[src/rtl/display_pio_queue.sv]
// Host PIO write queue for the display link: a FIFO of {addr, data} writes issued to the
// serializer at most once per link frame. Optional macro DISPLAY_PIO_FLUSH_ON_LINK_DOWN_EN empties the queue on link loss.
module display_pio_queue #(
    parameter int DEPTH_LOG2   = 4,
    parameter int FRAME_CYCLES = 100
) (
    input  logic                  c,
    input  logic                  r,
    input  logic                  s_valid,
    output logic                  s_ready,
    input  logic [3:0]            s_addr,
    input  logic [7:0]            s_data,
    input  logic                  fifostat,
    input  logic                  link_active,
    output logic                  m_wvalid,
    output logic [3:0]            m_waddr,
    output logic [7:0]            m_wdata,
    output logic [DEPTH_LOG2:0]   level,
    output logic                  overflow
);

    localparam int DEPTH = 1 << DEPTH_LOG2;
    localparam int CW    = $clog2(FRAME_CYCLES);
    localparam logic [CW-1:0]         HOLD_LOAD = CW'(FRAME_CYCLES - 2);
    localparam logic [DEPTH_LOG2:0]   FULL_LVL  = (DEPTH_LOG2 + 1)'(DEPTH);

    typedef struct packed {
        logic [3:0] addr;
        logic [7:0] data;
    } pio_wr_t;

    typedef enum logic [1:0] {IDLE, ISSUE, HOLDOFF} state_t;

    state_t                state, state_nxt;
    logic [CW-1:0]         cnt, cnt_nxt;
    logic [DEPTH_LOG2:0]   wptr, rptr, level_nxt;
    pio_wr_t               mem [DEPTH];
    pio_wr_t               head, wr_in;
    logic                  flush, push, pop, issue, empty;

`ifdef DISPLAY_PIO_FLUSH_ON_LINK_DOWN_EN
    logic link_q;

    always_ff @(posedge c or posedge r) begin
        if (r) link_q <= 1'b0;
        else   link_q <= link_active;
    end

    assign flush = link_q & ~link_active;
`else
    assign flush = 1'b0;
`endif

    assign empty = (level == '0);
    assign head  = mem[rptr[DEPTH_LOG2-1:0]];
    assign wr_in = '{addr: s_addr, data: s_data};
    assign push  = s_valid & s_ready & ~flush;
    assign pop   = (state == ISSUE) & ~flush;
    assign issue = (state == IDLE) & (state_nxt == ISSUE);

    always_comb begin
        state_nxt = state;
        cnt_nxt   = cnt;
        case (state)
            IDLE: begin
                if (!empty && link_active && !fifostat) state_nxt = ISSUE;
            end
            ISSUE: begin
                // Idle and issue take one cycle each, so holdoff covers the rest of the frame
                if (FRAME_CYCLES > 2) begin
                    state_nxt = HOLDOFF;
                    cnt_nxt   = HOLD_LOAD;
                end else begin
                    state_nxt = IDLE;
                end
            end
            HOLDOFF: begin
                if (cnt <= CW'(1)) begin
                    state_nxt = IDLE;
                    cnt_nxt   = '0;
                end else begin
                    cnt_nxt   = cnt - CW'(1);
                end
            end
            default: state_nxt = IDLE;
        endcase
        if (flush) begin
            state_nxt = IDLE;
            cnt_nxt   = '0;
        end
    end

    always_comb begin
        level_nxt = level;
        if (flush)             level_nxt = '0;
        else if (push && !pop) level_nxt = level + (DEPTH_LOG2 + 1)'(1);
        else if (pop && !push) level_nxt = level - (DEPTH_LOG2 + 1)'(1);
    end

    always_ff @(posedge c) begin
        if (push) mem[wptr[DEPTH_LOG2-1:0]] <= wr_in;
    end

    always_ff @(posedge c or posedge r) begin
        if (r) begin
            state    <= IDLE;
            cnt      <= '0;
            wptr     <= '0;
            rptr     <= '0;
            level    <= '0;
            s_ready  <= 1'b0;
            m_wvalid <= 1'b0;
            m_waddr  <= '0;
            m_wdata  <= '0;
            overflow <= 1'b0;
        end else begin
            state    <= state_nxt;
            cnt      <= cnt_nxt;
            level    <= level_nxt;
            // Ready follows the settled level only; a pop at full frees a slot one cycle later
            s_ready  <= (level_nxt != FULL_LVL);
            wptr     <= wptr + (DEPTH_LOG2 + 1)'(push);
            rptr     <= flush ? wptr : rptr + (DEPTH_LOG2 + 1)'(pop);
            m_wvalid <= issue;
            if (issue) begin
                m_waddr <= head.addr;
                m_wdata <= head.data;
            end
            if (s_valid && !s_ready) overflow <= 1'b1;
        end
    end

endmodule

[config.mk]
export PLATFORM = sky130hd
export DESIGN_NAME = display_pio_queue
export DESIGN_NICKNAME = d
export VERILOG_FILES = /design/src/rtl/display_pio_queue.sv
export SDC_FILE = /design/constraint.sdc
export NUM_CORES = 1
export LEC_CHECK = 0
export ABC_CLOCK_PERIOD_IN_PS = 3400
export CAP_MARGIN = 20
export CORE_MARGIN = 5
export CORE_UTILIZATION = 45
export CTS_BUF_LIST = sky130_fd_sc_hd__clkbuf_4
export DETAILED_ROUTE_END_ITERATION = 8
export PLACE_DENSITY = 0.58
export REMOVE_ABC_BUFFERS = 1
export SLEW_MARGIN = 20
export SYNTH_ARGS = -nofsm -noshare
export SYNTH_HDL_FRONTEND = slang
export SYNTH_SLANG_ARGS = --single-unit
[constraint.sdc]
create_clock -name c -period 3.4 [get_ports c]
set_input_delay 1.02 -clock c [delete_from_list [all_inputs] [get_ports c]]
set_output_delay 1.02 -clock c [all_outputs]
set_load 0.05 [all_outputs]
==> qor.yml <==
routed_wl_mm: 18.4
seqCellArea_mm2: 0.00669
synth_top_area_frac: 0.629
min_path_type: "reg -> reg"
dieArea_mm2: 0.0233
finClkSkew_ns: 0.0436
first_pass_iters: 6
core_mm2: 0.0202
clock_latency_ns: 0.68
io_pins: 37
grt_antenna_before_repair: 1
root_buffer: "clkbuf_4"
post_dp_cell_area_mm2: 0.00998
worstMarginPinSlew_ns: 0.950
rsz0062_at_grt: "no"
vias: 4716
maxSlewViolCount: 0
cp_top_family: "buffers and inverters"
max_slew_margin: 0.366
clkSinkCount: 229
synth_area_leaders: "edfxtp_1, mux4_2, dfrtp_1"
start_util: 0.454
cts_max_level: 2
crit_buf_inv: 1
gr-total-overflow: 0
cts_buffer_depth: 3
fin_crit_sh: 0.879
critPathKind: "reg -> out"
synth_cells: 481
avgSynthCellArea_um2: 19.0
yosysSeqAreaShare: 0.731
grt_pass1_vias: 4816
post-synth-top-area-cell: "edfxtp_1"
drc_errors: 0
post_cts.repair.setup_buffers: 0
ctsResizeCount: 0
dr.first_iter.drc_count: 271
filler_cell_count: 1620
cp_max_fo: 6
power.density_mw_per_mm2: 616
yosysMostFrequentCell: "edfxtp_1"
synthArstFlopShare: 0.162
antenna_left: 0
cap_violations: 0
crit_slowest_cell: "clkdlybuf4s50_1"
outcome: "completed"
period_needed_ns: 2.99
fin_area_mm2: 0.0107
peakVddDrop_mv: 0.278
port_buffers: 36
yosysWarnings: 0
grt_usage: 0.160
viasPerCell: 5.30
clkSlewWorstSetupHoldPaths_ns: 0.06
gp_congestion: 0.799
synth_flop_cell: "edfxtp_1"
ys_types: 47
holdBufCountCts: 0
cp_slowest_stage_delay_ns: 0.85
num_rows: 52
leakagePower_nw: 3.82
ys_ff_latch: 229
multi_input_area_mm2: 0.00235
hold_viol: 0
fmaxAchievable_mhz: 334
synth_area_mm2: 0.00916
start_kind: "register"
setup_viol: 0
post_drt_wl_per_cell_um: 20.7
synthTopCellsByCount: "edfxtp_1, mux4_2, dfrtp_1"
cp.arrival_ns: 1.97
drive_gt1_frac: 0.303
critical_path.cell_chain: "clkdlybuf4s50_1"
grt_max_degree: 50
die_w_um: 153
crit_required_ns: 2.38
final.setup.tns_ns: 0
nets: 611
cts_buffers: 58
grt_pass1_wl_mm: 28.3
hpwlAfterDp_mm: 11.6
worst_setup_path_end_kind: "output port"
cts_tree: "yes"
synth_edf_count: 192
area_growth_pct: 17.0
fp.dieH_um: 153
power by group:
| group | switching [mW] | total (mW) | internal (mW) |
|---|---|---|---|
| clock network | 1.02 | 2.26 | 1.23 |
| registers | 0.153 | 3.52 | 3.37 |
| logic | 0.526 | 0.825 | 0.300 |
layer usage:
metal  vias to the layer above  GRT usage  share of wire
met2                       108      0.247           0.48
li1                       2162          -              -
met3                        22     0.0375          0.047
met1                      2424      0.228           0.46
met5                         -          0              0
met4                         0     0.0513          0.013
state kept, by name (all words and copies together), names as in the netlist:
name and count:
state 2, mem 192, m_wdata 8, overflow 1
wptr 4, level 5, rptr 4, m_waddr 4
cnt 7, s_ready 1, m_wvalid 1
stage by stage:
step	util	std cells	hold WS (ns)	worst slack [ns]	total power [mW]
6_report	0.531	889	0.457	0.410	6.60
5_1_grt	0.531	889	0.485	0.301	6.93
4_1_cts	0.531	888	0.459	0.350	6.69
3_5_place_dp	0.495	791	0.446	0.329	4.41
3_3_place_gp	0.495	791	0.449	0.329	4.38
2_1_floorplan	-	461	0.465	0.133	4.03
layout by cell type (no fill, tap or decap), types with 3 or more instances in the layout:
cell type        Yosys  final
a21oi_1              3      3
edfxtp_1           192    192
nor3_2               0      4
nor2_1              16     16
clkdlybuf4s50_1      0     36
ha_1                13     13
a21o_1               3      3
mux2_4               9      9
nor2b_1              4      4
a22oi_1             20     20
nand3_1             16     16
mux4_2              48     48
o2bb2ai_1            3      3
xor2_1               5      5
nand3b_1             3      3
buf_4                0     23
nand2b_1             4      4
inv_1               14     13
clkinv_1             0      8
nand2_1             21     21
o21ai_0             11     11
xnor2_1              4      4
mux2_2               3      3
dfrtp_1             37     36
nor3_1               8      4
clkbuf_4             0     87
layout make-up:
type	count	share of cell area
clock buffer	87	0.0610
multi-input combinational	218	0.219
tap	270	0.0315
clock inverter	10	0.00689
timing repair buffer	60	0.0516
antenna	1	0.000234
inverter	14	0.00491
sequential	229	0.625
cell families after synthesis:
| family | Yosys count | share of synthesized area |
|---|---|---|
| AO/OA/AOI/OAI | 52 | 0.0440 |
| buffers and inverters | 34 | 0.0154 |
| XOR/XNOR | 9 | 0.00860 |
| multiplexers | 61 | 0.138 |
| adder cells (fa/ha/maj) | 13 | 0.0178 |
| AND/OR/NAND/NOR | 83 | 0.0462 |
| flip-flops | 229 | 0.731 |
final timing paths:
kind | startpoint | end | slack, ns | depth (start not counted)
setup / recovery | level[1] | level[1] | 0.41 | 1
hold / removal | overflow | overflow | 0.46 | 1
setup reg to reg | level[0] | m_wdata[5] | 0.90 | 6
hold reg to reg | overflow | overflow | 0.46 | 1
max in group asynchronous | r | cnt[1] | 2.10 | 3
min in group asynchronous | r | wptr[0] | 0.73 | 2
No activity file was read; power rests on OpenSTA's default activity.
